===== config.mk =====
export PLATFORM = sky130hd
export DESIGN_NAME = mips_debug_ctrl
export DESIGN_NICKNAME = d
export VERILOG_FILES = /design/src/rtl/mips_debug_ctrl.sv
export SDC_FILE = /design/constraint.sdc
export NUM_CORES = 1
export LEC_CHECK = 0
export CAP_MARGIN = 40
export CORE_MARGIN = 2
export CORE_UTILIZATION = 52
export DETAILED_ROUTE_END_ITERATION = 8
export PLACE_DENSITY = 0.89
export SYNTH_ARGS = -nofsm -noshare
export SYNTH_HDL_FRONTEND = slang
export SYNTH_SLANG_ARGS = --single-unit

===== constraint.sdc =====
create_clock -name CLK -period 7.7 [get_ports CLK]
set_clock_uncertainty 0.05 [all_clocks]
set_input_delay 0.77 -clock CLK [delete_from_list [all_inputs] [get_ports CLK]]
set_output_delay 0.77 -clock CLK [all_outputs]
set_load 0.005 [all_outputs]

===== src/rtl/mips_debug_ctrl.sv =====
// Host-side debug sequencer: assembles UART bytes into program-memory writes, runs/steps the core, reports status.
// All outputs registered, commands decode in one cycle; report bytes are paced by I_TX_BUSY, bytes arriving while busy are dropped.
module mips_debug_ctrl #(
  parameter int unsigned MAX_WORDS = 32,
  parameter logic [31:0] HALT_WORD = 32'hFFFFFFFF,
  parameter logic [7:0]  CMD_LOAD  = 8'h4C,
  parameter logic [7:0]  CMD_RUN   = 8'h43,
  parameter logic [7:0]  CMD_STEP  = 8'h53,
  parameter logic [7:0]  CMD_RST   = 8'h52
) (
  input  logic        CLK,
  input  logic        RESET,
  input  logic [7:0]  I_RX_DATA,
  input  logic        I_RX_VALID,
  input  logic        I_TX_BUSY,
  output logic [7:0]  O_TX_DATA,
  output logic        O_TX_START,
  input  logic        I_MIPS_FINISHED,
  input  logic [31:0] I_MIPS_PC,
  output logic        O_MIPS_RESET,
  output logic        O_MIPS_EN,
  output logic        O_MIPS_WrPM,
  output logic [31:0] O_MIPS_WrDataPM,
  output logic [31:0] O_MIPS_WrDataPMAddr,
  output logic [2:0]  O_STATE
);

  typedef enum logic [2:0] {
    S_IDLE       = 3'd0,
    S_LOAD_BYTE  = 3'd1,
    S_LOAD_WRITE = 3'd2,
    S_RUN        = 3'd3,
    S_STEP       = 3'd4,
    S_TX_SEND    = 3'd5,
    S_TX_WAIT    = 3'd6
  } state_t;

  localparam logic [31:0] MAX_W = 32'(MAX_WORDS);

  state_t      r_state, w_state_nxt;
  logic [31:0] r_word, w_word_nxt;
  logic [1:0]  r_byte_cnt, w_byte_cnt_nxt;
  logic [31:0] r_idx, w_idx_nxt;
  logic [31:0] r_cycles, w_cycles_nxt;
  logic [63:0] r_tx_buf, w_tx_buf_nxt;
  logic [3:0]  r_tx_left, w_tx_left_nxt;
  logic        r_tx_skip, w_tx_skip_nxt;
  logic        r_stepped, w_stepped_nxt;
  logic        r_loaded, w_loaded_nxt;
  logic        r_mips_reset, w_mips_reset_nxt;
  logic        r_mips_en, w_mips_en_nxt;
  logic        r_wrpm, w_wrpm_nxt;
  logic [31:0] r_wrdata, w_wrdata_nxt;
  logic [31:0] r_wraddr, w_wraddr_nxt;
  logic        r_tx_start, w_tx_start_nxt;
  logic [7:0]  r_tx_data, w_tx_data_nxt;

  logic [31:0] w_word_shift;
  logic [31:0] w_idx_inc;
  logic [31:0] w_cycles_inc;
  logic        w_load_done;

  assign w_word_shift = {r_word[23:0], I_RX_DATA};
  assign w_idx_inc    = r_idx + 32'd1;
  assign w_cycles_inc = (r_cycles == 32'hFFFFFFFF) ? r_cycles : r_cycles + 32'd1;
  assign w_load_done  = (r_wrdata == HALT_WORD) || (w_idx_inc == MAX_W);

  always_ff @(posedge CLK or posedge RESET) begin
    if (RESET) begin
      r_state      <= S_IDLE;
      r_word       <= '0;
      r_byte_cnt   <= '0;
      r_idx        <= '0;
      r_cycles     <= '0;
      r_tx_buf     <= '0;
      r_tx_left    <= '0;
      r_tx_skip    <= 1'b0;
      r_stepped    <= 1'b0;
      r_loaded     <= 1'b0;
      r_mips_reset <= 1'b1;
      r_mips_en    <= 1'b0;
      r_wrpm       <= 1'b0;
      r_wrdata     <= '0;
      r_wraddr     <= '0;
      r_tx_start   <= 1'b0;
      r_tx_data    <= '0;
    end else begin
      r_state      <= w_state_nxt;
      r_word       <= w_word_nxt;
      r_byte_cnt   <= w_byte_cnt_nxt;
      r_idx        <= w_idx_nxt;
      r_cycles     <= w_cycles_nxt;
      r_tx_buf     <= w_tx_buf_nxt;
      r_tx_left    <= w_tx_left_nxt;
      r_tx_skip    <= w_tx_skip_nxt;
      r_stepped    <= w_stepped_nxt;
      r_loaded     <= w_loaded_nxt;
      r_mips_reset <= w_mips_reset_nxt;
      r_mips_en    <= w_mips_en_nxt;
      r_wrpm       <= w_wrpm_nxt;
      r_wrdata     <= w_wrdata_nxt;
      r_wraddr     <= w_wraddr_nxt;
      r_tx_start   <= w_tx_start_nxt;
      r_tx_data    <= w_tx_data_nxt;
    end
  end

  always_comb begin
    w_state_nxt = r_state;
    case (r_state)
      S_IDLE: begin
        if (I_RX_VALID) begin
          if (I_RX_DATA == CMD_LOAD)      w_state_nxt = S_LOAD_BYTE;
          else if (I_RX_DATA == CMD_RUN)  w_state_nxt = S_RUN;
          else if (I_RX_DATA == CMD_STEP) w_state_nxt = S_STEP;
        end
      end
      S_LOAD_BYTE:  if (I_RX_VALID && r_byte_cnt == 2'd3) w_state_nxt = S_LOAD_WRITE;
      S_LOAD_WRITE: w_state_nxt = w_load_done ? S_TX_SEND : S_LOAD_BYTE;
      S_RUN:        if (I_MIPS_FINISHED) w_state_nxt = S_TX_SEND;
      S_STEP:       if (I_MIPS_FINISHED || r_stepped) w_state_nxt = S_TX_SEND;
      S_TX_SEND:    if (!I_TX_BUSY) w_state_nxt = S_TX_WAIT;
      S_TX_WAIT: begin
        if (!r_tx_skip && !I_TX_BUSY) w_state_nxt = (r_tx_left == 4'd0) ? S_IDLE : S_TX_SEND;
      end
      default:      w_state_nxt = S_IDLE;
    endcase
  end

  always_comb begin
    w_word_nxt       = r_word;
    w_byte_cnt_nxt   = r_byte_cnt;
    w_idx_nxt        = r_idx;
    w_cycles_nxt     = r_cycles;
    w_tx_buf_nxt     = r_tx_buf;
    w_tx_left_nxt    = r_tx_left;
    w_tx_skip_nxt    = r_tx_skip;
    w_stepped_nxt    = r_stepped;
    w_loaded_nxt     = r_loaded;
    w_mips_reset_nxt = r_mips_reset;
    w_mips_en_nxt    = 1'b0;
    w_wrpm_nxt       = 1'b0;
    w_wrdata_nxt     = r_wrdata;
    w_wraddr_nxt     = r_wraddr;
    w_tx_start_nxt   = 1'b0;
    w_tx_data_nxt    = r_tx_data;
    case (r_state)
      S_IDLE: begin
        // Core reset rests high until a load has completed; an 'R' only pulses it.
        w_mips_reset_nxt = ~r_loaded;
        if (I_RX_VALID) begin
          if (I_RX_DATA == CMD_LOAD) begin
            w_mips_reset_nxt = 1'b1;
            w_loaded_nxt     = 1'b0;
            w_idx_nxt        = '0;
            w_byte_cnt_nxt   = '0;
            w_cycles_nxt     = '0;
          end else if (I_RX_DATA == CMD_STEP) begin
            w_stepped_nxt    = 1'b0;
          end else if (I_RX_DATA == CMD_RST) begin
            w_mips_reset_nxt = 1'b1;
            w_cycles_nxt     = '0;
          end
        end
      end
      S_LOAD_BYTE: begin
        if (I_RX_VALID) begin
          w_word_nxt     = w_word_shift;
          w_byte_cnt_nxt = r_byte_cnt + 2'd1;
          if (r_byte_cnt == 2'd3) begin
            w_wrpm_nxt   = 1'b1;
            w_wrdata_nxt = w_word_shift;
            w_wraddr_nxt = r_idx;
          end
        end
      end
      S_LOAD_WRITE: begin
        w_idx_nxt = w_idx_inc;
        if (w_load_done) begin
          w_mips_reset_nxt = 1'b0;
          w_loaded_nxt     = 1'b1;
          w_tx_buf_nxt     = {w_idx_inc[7:0], 56'd0};
          w_tx_left_nxt    = 4'd1;
        end
      end
      S_RUN: begin
        if (!I_MIPS_FINISHED) begin
          w_mips_en_nxt = 1'b1;
          w_cycles_nxt  = w_cycles_inc;
        end else begin
          w_tx_buf_nxt  = {I_MIPS_PC, r_cycles};
          w_tx_left_nxt = 4'd8;
        end
      end
      S_STEP: begin
        if (I_MIPS_FINISHED || r_stepped) begin
          w_tx_buf_nxt  = {I_MIPS_PC, r_cycles};
          w_tx_left_nxt = 4'd8;
        end else begin
          w_mips_en_nxt = 1'b1;
          w_cycles_nxt  = w_cycles_inc;
          w_stepped_nxt = 1'b1;
        end
      end
      S_TX_SEND: begin
        if (!I_TX_BUSY) begin
          w_tx_data_nxt  = r_tx_buf[63:56];
          w_tx_start_nxt = 1'b1;
          w_tx_buf_nxt   = {r_tx_buf[55:0], 8'd0};
          w_tx_left_nxt  = r_tx_left - 4'd1;
          w_tx_skip_nxt  = 1'b1;
        end
      end
      // The transmitter raises busy only a cycle after the start pulse, so ignore busy for one cycle.
      S_TX_WAIT: if (r_tx_skip) w_tx_skip_nxt = 1'b0;
      default: ;
    endcase
  end

  assign O_TX_DATA           = r_tx_data;
  assign O_TX_START          = r_tx_start;
  assign O_MIPS_RESET        = r_mips_reset;
  assign O_MIPS_EN           = r_mips_en;
  assign O_MIPS_WrPM         = r_wrpm;
  assign O_MIPS_WrDataPM     = r_wrdata;
  assign O_MIPS_WrDataPMAddr = r_wraddr;
  assign O_STATE             = r_state;

endmodule


==> Word level (Yosys, flattened, before mapping) <==
Index checks and enable logic that the tools add are counted.
{ "totals": {"register_bits": 240, "inputBits": 45, "output_inout_bits": 79, "wordCells": 141} }
{ "op_classes": {"addsub": 4, "eq_ne": 30, "n_mux": 62, "n_bitwise": 2, "reduce_logical": 26} }
{ "op_table": {"columns": ["operator", "count"], "rows": [
  ["32-bit 2-to-1 mux", 9],
  ["64-bit 2-to-1 mux", 4],
  ["64-bit one-hot mux with 4 select lines", 1],
  ["32-bit one-hot mux with 3 select lines", 1],
  ["32-bit by 1-bit adder with 32-bit output (second input constant)", 2],
  ["32-bit equality test (second input constant)", 2],
  ["32-bit one-hot mux with 2 select lines", 1],
  ["3-bit 2-to-1 mux", 11],
  ["32-bit by 6-bit equality test with 1-bit output (second input constant)", 1],
  ["8-bit by 7-bit equality test with 1-bit output (second input constant)", 4],
  ["2-bit inequality test (second input constant)", 13],
  ["3-bit one-hot mux with 7 select lines", 1],
  ["1-bit 2-to-1 mux", 20],
  ["4-bit 2-to-1 mux", 4],
  ["4-bit one-hot mux with 4 select lines", 1],
  ["1-bit one-hot mux with 2 select lines", 5],
  ["5-bit AND reduction", 2],
  ["3-bit equality test (second input constant)", 3],
  ["2-bit AND reduction", 4],
  ["4-bit AND reduction", 2],
  ["2-bit nonzero test", 4],
  ["7-bit AND reduction", 1],
  ["3-bit by 2-bit equality test with 1-bit output (second input constant)", 2],
  ["2-bit 2-to-1 mux", 3],
  ["17 further kinds", 23]
]} }

==> Depth between registers and ports, before layout <==
{ "logic_depth": {"word_depth": 6, "depth_mapped": 13, "depth_no_buf": 9} }

==> Worst setup path after synthesis <==
No wires, ideal clock.
{ "synth_timing": {"kind": "reg-to-reg", "start": "reg r_idx[0]", "end": "reg r_tx_buf[16]", "setup_ns": 0.125, "t_arrival_ns": 3.014, "required_ns": 7.525, "path_slack_ns": 4.510, "stages_incl_launch_ff": 12, "n_path_buf": 3, "period_less_slack_ns": 3.190, "cell_sequence": "dfrtp_1 buf_2 nand3_2 or4_4 or3_4 a2111oi_4 o2111a_2 nand3_4 a21oi_4 buf_6 buf_12 mux2_4"} }
{ "synth_between": {"elab_chain_cells": 5} }
{ "synth_lines": {"columns": ["item", "line", "source"], "rows": [
  ["start: declaration", "43", "logic [31:0] r_idx, w_idx_nxt;"],
  ["start signal: assignment", "91", "r_idx <= w_idx_nxt;"],
  ["32-bit by 1-bit adder with 32-bit output", "64", "assign w_idx_inc = r_idx + 32'd1;"],
  ["32-bit by 6-bit equality test with 1-bit output", "66", "assign w_load_done = (r_wrdata == HALT_WORD) || (w_idx_inc == MAX_W);"],
  ["1-bit logical OR", "66", null],
  ["2-bit inequality test (no line)", null, null],
  ["5-bit AND reduction (no line)", null, null],
  ["end signal: assignment", "93", "r_tx_buf <= w_tx_buf_nxt;"],
  ["end: declaration", "45", "logic [63:0] r_tx_buf, w_tx_buf_nxt;"]
]} }
Every way passes these cells.
A chain may end at the register's enable or synchronous reset.

==> Worst setup path after layout <==
{ "layout_timing": {"start": "reg r_idx[3]", "end": "reg r_tx_buf[60]"} }
{ "layout_between": {"elab_chain_cells": 5, "elab_cells_between_ends": 7, "cone_classes": "add/sub: 1; eq/ne: 2; mux: 2; reduce/logical: 2"} }
{ "layout_lines": {"columns": ["item", "line"], "rows": [
  ["32-bit by 1-bit adder with 32-bit output (*)", "64"],
  ["32-bit by 6-bit equality test with 1-bit output", "66"],
  ["1-bit logical OR", "66"],
  ["2-bit inequality test (no line)", null],
  ["5-bit AND reduction (no line)", null]
]} }
Every way passes the cells marked *; elsewhere a longest branch is shown, timed or not. The select of a mux whose other input is x is not followed.

==> flow_summary.json <==
{
  "outcome": "finished clean",
  "ys_types": 71,
  "remaining_drc_errors": 0,
  "synth_seq_cells": 240,
  "regArea_mm2": 0.00601,
  "cts-root-buf": "clkbuf_16",
  "yosysSeqAreaShare_pct": 50.4,
  "drt-vias-per-instance": 6.10,
  "netlist_top_cells_count": "dfrtp_1, nand2_1, o21ai_0, mux2_2, nor2_1",
  "htreeDepth": 1,
  "rows": 55,
  "reg2reg_setup_slack_ps": 2520,
  "clkTransAtPathRegs_ps": 60,
  "hold_violations": 0,
  "synth_nets": 1196,
  "powerDensity_mw_per_mm2": 360,
  "synthArstFlopShare_pct": 100,
  "crit_arrival_ps": 5520,
  "dp_slack_ps": 2750,
  "slew_viol_final": 0,
  "ff2ff_path_depth": 9,
  "cts_tree": "done",
  "cap_violations": 0,
  "wl_per_cell_um": 19.0,
  "fmax_mhz": 193,
  "grt_overflow_total": 0,
  "netlist.area_leader.share_pct": 50.2,
  "drt-initial-drc-count": 798,
  "clkPwrFrac_pct": 24.3,
  "n_antenna_cell": 0,
  "die-area_mm2": 0.0241,
  "grt_max_degree": 101,
  "pwr-share-comb_pct": 35.6,
  "synth.most_common_cell": "dfrtp_1",
  "postCtsHoldBufs": 0,
  "finalSetupViolations": 0,
  "crit_start": "r_idx[3]$_DFFE_PP0P_",
  "min_period_ps": 5180,
  "fin_ws_ps": 2520,
  "cts_setup_buffers": 0,
  "place_hpwl_um": 19200,
  "max-vdd-ir-drop_uv": 206,
  "grt_pass1_vias": 9290,
  "synth_edf_count": 0,
  "die-height_um": 155,
  "clk_latency_ps": 510,
  "io-pin-count": 124,
  "die_width_um": 155,
  "crit_type": "flip-flop to flip-flop",
  "drtAntennaViolNets": 0,
  "drt_first_pass_iters": 8,
  "ys.flop_type": "dfrtp_1",
  "yosysWarnings": 0,
  "synth_area_mm2": 0.0119,
  "cts.sinks": 240,
  "fin_setup_tns_ps": 0,
  "area_growth_pct": 18.9,
  "syn_avg_cell_area_um2": 10.4,
  "p_int_w": 0.00324,
  "drt_wl_total_um": 29100,
  "grt_pass1_wl_um": 47200,
  "synth.largest_area_cell": "dfrtp_1",
  "p_sw_share_pct": 36.4,
  "portBuffers": 123,
  "num_vias": 9336,
  "start_util_pct": 52.8,
  "rsz0062_at_grt": "false",
  "antenna_found_initial": 0,
  "drive_gt1_share_pct": 16.1,
  "path_max_fanout": 43,
  "synthCells": 1145,
  "p_leak_nw": 6.29,
  "min_path_type": "flip-flop to flip-flop",
  "cts_buffers": 25,
  "crit_required_ps": 8050,
  "synthTopCellsByArea": "dfrtp_1, mux2_2, nand2_1",
  "min_period_over_period_pct": 67.2,
  "cts_resized": 0,
  "cts.path.max_buffers": 3,
  "multi_input_area_mm2": 0.00545,
  "setup.worst_path.start_class": "flip-flop",
  "grtUsageTotal_pct": 23.8,
  "r2r_start": "r_idx[3]$_DFFE_PP0P_",
  "worstReg2RegEnd": "r_tx_buf[60]$_DFFE_PP0P_",
  "tightestPinTransition_ps": 997,
  "fin_nets": 1278,
  "place.gp.congestion": 0.906,
  "crit_end": "r_tx_buf[60]$_DFFE_PP0P_",
  "maxSlewHeadroom_pct": 33.0,
  "cp-end-kind": "flip-flop",
  "seqPwrFrac_pct": 40.1,
  "core_mm2": 0.0226,
  "fillers": 1664,
  "switchingPower_w": 0.00185
}
cells by family (layout without fill, tap and decap cells):
kind of cell	count (synthesis)	after routing	synth area share, %
fa+ha+maj	6	6	0.630
buf+inv	108	208	4.02
flops	240	240	50.4
xor+xnor	39	39	2.87
compound gates	224	224	12.4
simple gates	399	399	16.6
mux	129	129	13.1
cells in the final DEF, fill, tap and decap left out, types with 29 or more instances in the layout:
cell,count
dfrtp_1,239
nand2_1,157
clkdlybuf4s50_1,123
o21ai_0,101
mux2_2,96
nor2_1,57
nand3_1,43
nand4_1,39
a22o_1,39
xor2_1,30
mux2_4,29
power groups by stage:
| stage | logic [W] | clock network (W) | registers, W |
|---|---|---|---|
| after global placement | 0.00170 | 0 | 0.00202 |
| after CTS | 0.00182 | 0.00125 | 0.00203 |
| after global routing | 0.00198 | 0.00130 | 0.00209 |
| after detailed placement | 0.00179 | 0 | 0.00204 |
| after floorplan | 0.00141 | 0 | 0.00183 |
| final | 0.00181 | 0.00124 | 0.00204 |
critical path, stage by stage, from the launching register on:
cell and delay, ps:
dfrtp_1 570, nand4_1 580, nor4_2 1020, nand4_1 400
xor2_1 220, and4_1 270, nand3_4 110, a21oi_4 710
buf_4 670, mux2_2 410
per-stage QoR:
stage | total power [W] | utilization (%) | area (um2) | hold WS, ps | std cells
3_5_place_dp | 0.00384 | 59.0 | 13300 | 415 | 1485
6_report | 0.00509 | 62.8 | 14200 | 433 | 1530
2_1_floorplan | 0.00323 | - | 11900 | 389 | 1145
3_3_place_gp | 0.00372 | 58.6 | 13200 | 405 | 1480
5_1_grt | 0.00537 | 62.8 | 14200 | 454 | 1530
4_1_cts | 0.00510 | 62.8 | 14200 | 431 | 1530
metal layers:
| layer | routed length [um] | global-route usage, % | share of wire, % |
|---|---|---|---|
| met3 | 1550 | 3.26 | 5.3 |
| met4 | 1110 | 9.35 | 3.8 |
| met2 | 14800 | 41.1 | 51 |
| met5 | 0 | 0 | 0 |
| met1 | 11700 | 30.6 | 40 |
flip-flops by register name, summed over array words and instances, names as in the netlist:
| signal | flops |
|---|---|
| r_tx_buf | 64 |
| O_MIPS_WrDataPMAddr | 32 |
| O_MIPS_WrDataPM | 32 |
| r_cycles | 32 |
| r_idx | 32 |
| r_word | 24 |
| O_TX_DATA | 8 |
| r_tx_left | 4 |
| O_STATE | 3 |
| r_byte_cnt | 2 |
| O_MIPS_EN | 1 |
| O_MIPS_RESET | 1 |
| O_MIPS_WrPM | 1 |
| O_TX_START | 1 |
| r_loaded | 1 |
| r_stepped | 1 |
| r_tx_skip | 1 |
worst min-delay path by stage:
stage,from,to,cells after the start
after floorplan,r_loaded$_DFFE_PP0P_,r_loaded$_DFFE_PP0P_,2
after global placement,r_loaded$_DFFE_PP0P_,r_loaded$_DFFE_PP0P_,2
after detailed placement,r_loaded$_DFFE_PP0P_,r_loaded$_DFFE_PP0P_,2
after CTS,r_word[23]$_DFFE_PP0P_,r_word[23]$_DFFE_PP0P_,2
after global routing,r_word[22]$_DFFE_PP0P_,r_word[22]$_DFFE_PP0P_,2
final,O_MIPS_WrDataPMAddr[16]$_DFFE_PP0P_,O_MIPS_WrDataPMAddr[16]$_DFFE_PP0P_,2
area by class of cell:
type / instances / share of cell area, %
flip-flops and latches: 240 / 42.4
well taps: 285 / 2.52
repair buffers: 137 / 9.87
clock buffers: 35 / 5.03
multi-input cells: 797 / 38.5
clock inverters: 10 / 0.963
inverters: 26 / 0.742
(Power assumes the default switching activity.)
